==> config.mk <==
export PLATFORM = sky130hd
export DESIGN_NAME = pc_queue_sequencer
export DESIGN_NICKNAME = d
export VERILOG_FILES = /design/src/rtl/pc_queue_sequencer.sv
export SDC_FILE = /design/constraint.sdc
export NUM_CORES = 1
export LEC_CHECK = 0
export BUFFER_PORTS_ARGS = -buffer_cell sky130_fd_sc_hd__buf_4
export CAP_MARGIN = 20
export CORE_AREA = 2 2 44 46
export DETAILED_ROUTE_END_ITERATION = 10
export DIE_AREA = 0 0 46 48
export PLACE_DENSITY_LB_ADDON = 0.3
export SYNTH_ARGS = -nofsm -noshare
export SYNTH_HDL_FRONTEND = slang
export SYNTH_SLANG_ARGS = --single-unit
==> constraint.sdc <==
create_clock -name clk -period 3.9 [get_ports clk]
set_clock_uncertainty 0.1 [all_clocks]
set_input_delay 0.195 -clock clk [delete_from_list [all_inputs] [get_ports clk]]
set_output_delay 0.195 -clock clk [all_outputs]
set_load 0.01 [all_outputs]
==> src/rtl/pc_queue_sequencer.sv <==
// pc_queue_sequencer
// Front/back PC queue (IAOQ) that feeds fetch and target-address generation.
// f_pc is the fetch address and b_pc is the next-to-issue address. The queue
// advances one slot on every unstalled cycle. A taken branch redirects b_pc
// to the target ta. f_pc then picks up ta one cycle later, which produces the
// single PA-RISC delay slot.
// Optional feature macro: DELAY_SLOT_NULLIFY_EN (branch ,n completer support).
module pc_queue_sequencer #(
    parameter int PC_W     = 8,
    parameter int INC      = 4,
    parameter int RESET_PC = 0
) (
    input  logic            clk,
    input  logic            reset,
    input  logic            stall,
    input  logic            branch_taken,
    input  logic [PC_W-1:0] ta,
    input  logic            nullify_in,
    output logic [PC_W-1:0] f_pc_o,
    output logic [PC_W-1:0] b_pc_o,
    output logic            in_slot_o,
    output logic            slot_null_o,
    output logic            slot_branch_err_o
);

    localparam logic [PC_W-1:0] INC_V     = PC_W'(INC);
    localparam logic [PC_W-1:0] RESET_F   = PC_W'(RESET_PC);
    localparam logic [PC_W-1:0] RESET_B   = PC_W'(RESET_PC + INC);

    typedef enum logic {
        SEQ  = 1'b0,
        SLOT = 1'b1
    } state_t;

    state_t          state_q, state_d;
    logic [PC_W-1:0] f_pc_q, f_pc_d;
    logic [PC_W-1:0] b_pc_q, b_pc_d;
    logic            slot_null_q, slot_null_d;
    logic            err_q, err_d;
    logic            advance;
    logic            take;
    logic            nullify_sel;

    assign advance = !stall;
    assign take    = branch_taken && (state_q == SEQ);

`ifdef DELAY_SLOT_NULLIFY_EN
    assign nullify_sel = nullify_in;
`else
    logic unused_nullify;
    assign unused_nullify = nullify_in;
    assign nullify_sel    = 1'b0;
`endif

    // Next-state logic: the PC queue shift, branch redirect, slot tracking and the error pulse.
    always_comb begin
        state_d     = state_q;
        f_pc_d      = f_pc_q;
        b_pc_d      = b_pc_q;
        slot_null_d = slot_null_q;
        err_d       = 1'b0;
        if (advance) begin
            f_pc_d = b_pc_q;
            if (take) begin
                b_pc_d      = ta;
                state_d     = SLOT;
                slot_null_d = nullify_sel;
            end else begin
                b_pc_d = b_pc_q + INC_V;
            end
            if (state_q == SLOT) begin
                state_d     = SEQ;
                slot_null_d = 1'b0;
                err_d       = branch_taken && !slot_null_q;
            end
        end
    end

    // State and registered outputs; reset takes effect immediately.
    always_ff @(posedge clk or posedge reset) begin
        if (reset) begin
            state_q     <= SEQ;
            f_pc_q      <= RESET_F;
            b_pc_q      <= RESET_B;
            slot_null_q <= 1'b0;
            err_q       <= 1'b0;
        end else begin
            state_q     <= state_d;
            f_pc_q      <= f_pc_d;
            b_pc_q      <= b_pc_d;
            slot_null_q <= slot_null_d;
            err_q       <= err_d;
        end
    end

    assign f_pc_o            = f_pc_q;
    assign b_pc_o            = b_pc_q;
    assign in_slot_o         = (state_q == SLOT);
    assign slot_null_o       = slot_null_q;
    assign slot_branch_err_o = err_q;

endmodule

==> results by group <==
Detailed routing
  • DR vias: 609
  • Routed wire per std cell: 13.0 um
  • DRT Wirelength: 1.51 mm
  • Drt initial violations: 16
  • Pre-Repair DR Iteration Count: 3
  • DR DRC count: 0
  • Via/cell ratio: 5.25
  • Final ANT Viol Nets: 0

Timing
  • RSZ-0062 raised after global routing: no
  • Slew headroom: 0.547
  • Final hold viol count: 0
  • Fmax: 0.729 GHz
  • Minimum clock period: 1.37 ns
  • Final WS setup: 2.53 ns
  • Max-slew violation count: 0
  • Setup TNS Final: 0 ns
  • Endpoints failing setup: 0
  • Final Cycle Share: 0.352
  • Actual slew at the worst max-slew pin: 0.679 ns

Layout
  • Highest-count cells in the layout ignoring fill and taps: 29 x buf_4, 17 x dfrtp_1, 9 x mux2_2, 5 x a21oi_1
  • Finished Core Util: 0.627
  • Share of layout cells above drive strength 1: 0.475
  • Final net count: 114
  • Fin area: 0.00106 mm^2
  • Layout Cells excl Fill: 116
  • Area grow syn2layout: 27.8%
  • Commonest non-fill, non-tap cell in the layout: buf_4
  • Diodes inserted: 0

Worst setup path
  • Crit path DAT: 1.44 ns
  • CP peak stage delay: 0.41 ns
  • Crit path cell chain: nand2b_4 -> nor2_4 -> mux2_2
  • R2R cell count: 3
  • CP Class: flop to flop
  • Critical Path Fanout Max: 13
  • Stages on worst setup path: 3
  • Reg2Reg Setup Slack: 2.53 ns
  • Worst Setup SP: in_slot_o
  • Crit. End Element: flop
  • CP Launch Type: flop
  • CP Data Required Time: 3.97 ns
  • CP bufs+invs: 0
  • Top Family by Delay on Critical Path: flip-flops
  • Worst Setup EP: b_pc_o[1]
  • Slowest-stage cell, CP: dfrtp_1
  • Worst reg2reg endpoint: b_pc_o[1]
  • R2R Path Start: in_slot_o

Clock network
  • CTS tree: done
  • CTS Buf Count: 3
  • CTS max path bufs: 2
  • H-Tree Depth: 1
  • CTS-repair resized insts: 0
  • Reg clk slew, reported paths: 0.10 ns
  • Clk root buf: clkbuf_4
  • Hold_buf cts: 1
  • Clock sinks: 18
  • Setup repair bufs after CTS: 0
  • Worst-Skew Late Latency: 0.28 ns

Yosys
  • Sequential-to-total area share from yosys stat: 0.544
  • Synth cell types: 28
  • #FFs+latches synth: 18
  • Post-synth top flop: dfrtp_1
  • Yosys warns: 0
  • Syn Inst Count: 69
  • Syn_area_per_cell: 12.0 um^2
  • Syn_nets: 83
  • EDFF count, synth: 0
  • Mapped Area: 830 um^2
  • Asr flop ratio synth: 1.00

Power and ir drop
  • Peak VDD IR: 0.373 mV
  • Sw Ratio: 0.321
  • Pwr/cell area: 569 mW/mm^2
  • Combinational share of power: 0.364
  • Net Switching: 194 uW
  • Internal power: 409 uW
  • Clock power share: 0.152
  • Register share of total power: 0.484
  • Static Leak: 0.000514 uW

Global routing
  • First-pass GRT wire length: 2.39 mm
  • Initial antenna violation count: 0
  • GRT Overall Usage: 0.159
  • Overflow after GRT: 0
  • Largest net degree at the start of global routing: 22
  • Vias in the first global route: 563

Run
  • Max-cap viol count: 0

Placement
  • Pre-CTS setup slack: 2.54 ns
  • Port bufs: 29
  • Placed Cells: 111
  • DP HPWL: 1.12 mm
  • GP Congestion: 0.654
  • Placed Area: 0.00102 mm^2

Die
  • Die ar.: 0.00221 mm^2
  • Initial Util: 0.491
  • Std cell rows: 15
  • DIE HEIGHT: 48 um
  • Die extent in x: 46 um
  • # IOs: 32
  • CORE AREA: 0.00169 mm^2

Worst hold path
  • Hold Path Class: primary input to flop

Run status
  • Status: finished, final reports clean
[registers in the layout, summed over array words and instances (netlist names)]
| name | flops |
|---|---|
| in_slot_o | 1 |
| b_pc_o | 8 |
| slot_branch_err_o | 1 |
| f_pc_o | 8 |
[kinds of logic (layout without fill, tap and decap cells)]
logic type                 count (synthesis)  in the layout  share of synthesized area
DFF                                       18             18                      0.545
AOI/OAI and AO/OA                         17             17                      0.128
and+or+nand+nor                           14             14                      0.101
muxes                                     10             10                      0.134
buffers and inverters                      8             38                     0.0724
adders and majority gates                  1              1                     0.0151
other                                      1              1                    0.00452
[through the flow]
stage | hold slack, ns | power [uW]
6_report | 0.0336 | 603
5_1_grt | 0.0196 | 648
4_1_cts | 0.0280 | 612
3_5_place_dp | 0.241 | 518
3_3_place_gp | 0.236 | 509
2_1_floorplan | 0.0328 | 406
[cells in the mapped netlist (all sizes together) (2+ instances only)]
cell   instances  share of area
nand2          4          0.018
a21oi          6          0.041
buf            4          0.054
nor2           4          0.027
inv            4          0.018
nand3          2          0.012
a31oi          2          0.015
mux2           9           0.12
dfrtp         17           0.51
o21ai          4          0.024
a21o           2          0.020
[worst min path at each step]
stage                     start         to  slack [ns]  depth (start not counted)
final                     ta[5]  b_pc_o[5]        0.03                          3
after global routing      ta[1]  b_pc_o[1]        0.02                          2
after CTS                 ta[5]  b_pc_o[5]        0.03                          3
after detailed placement  reset  f_pc_o[7]        0.24                          2
after global placement    reset  f_pc_o[7]        0.24                          2
after floorplan           reset  b_pc_o[0]        0.03                          1
[layout make-up]
class	count	area, um^2
Sequential cell	18	452
Clock buffer	4	26.3
Inverter	4	15.0
Fill cell	149	629
Multi-Input combinational cell	43	318
Tap cell	17	21.3
Timing Repair Buffer	30	228
[routing by layer]
metal / wire length (um) / up-vias / track usage
met5: 0 / - / 0
met4: 14 / 0 / 0.0857
met3: 81 / 2 / 0.0453
met2: 751 / 18 / 0.253
met1: 660 / 291 / 0.196
li1: - / 298 / -
[power groups by stage]
stage,clock [uW],combinational [uW],sequential (uW)
after floorplan,0,91.7,314
after global placement,0,217,292
after detailed placement,0,222,296
after CTS,96.5,224,292
after global routing,106,242,300
final,91.4,220,292
[worst min-delay path: stages]
cell and delay (ns):
buf_4 0.07, nand2_1 0.04, o21ai_1 0.07
(Power assumes the default switching activity.)
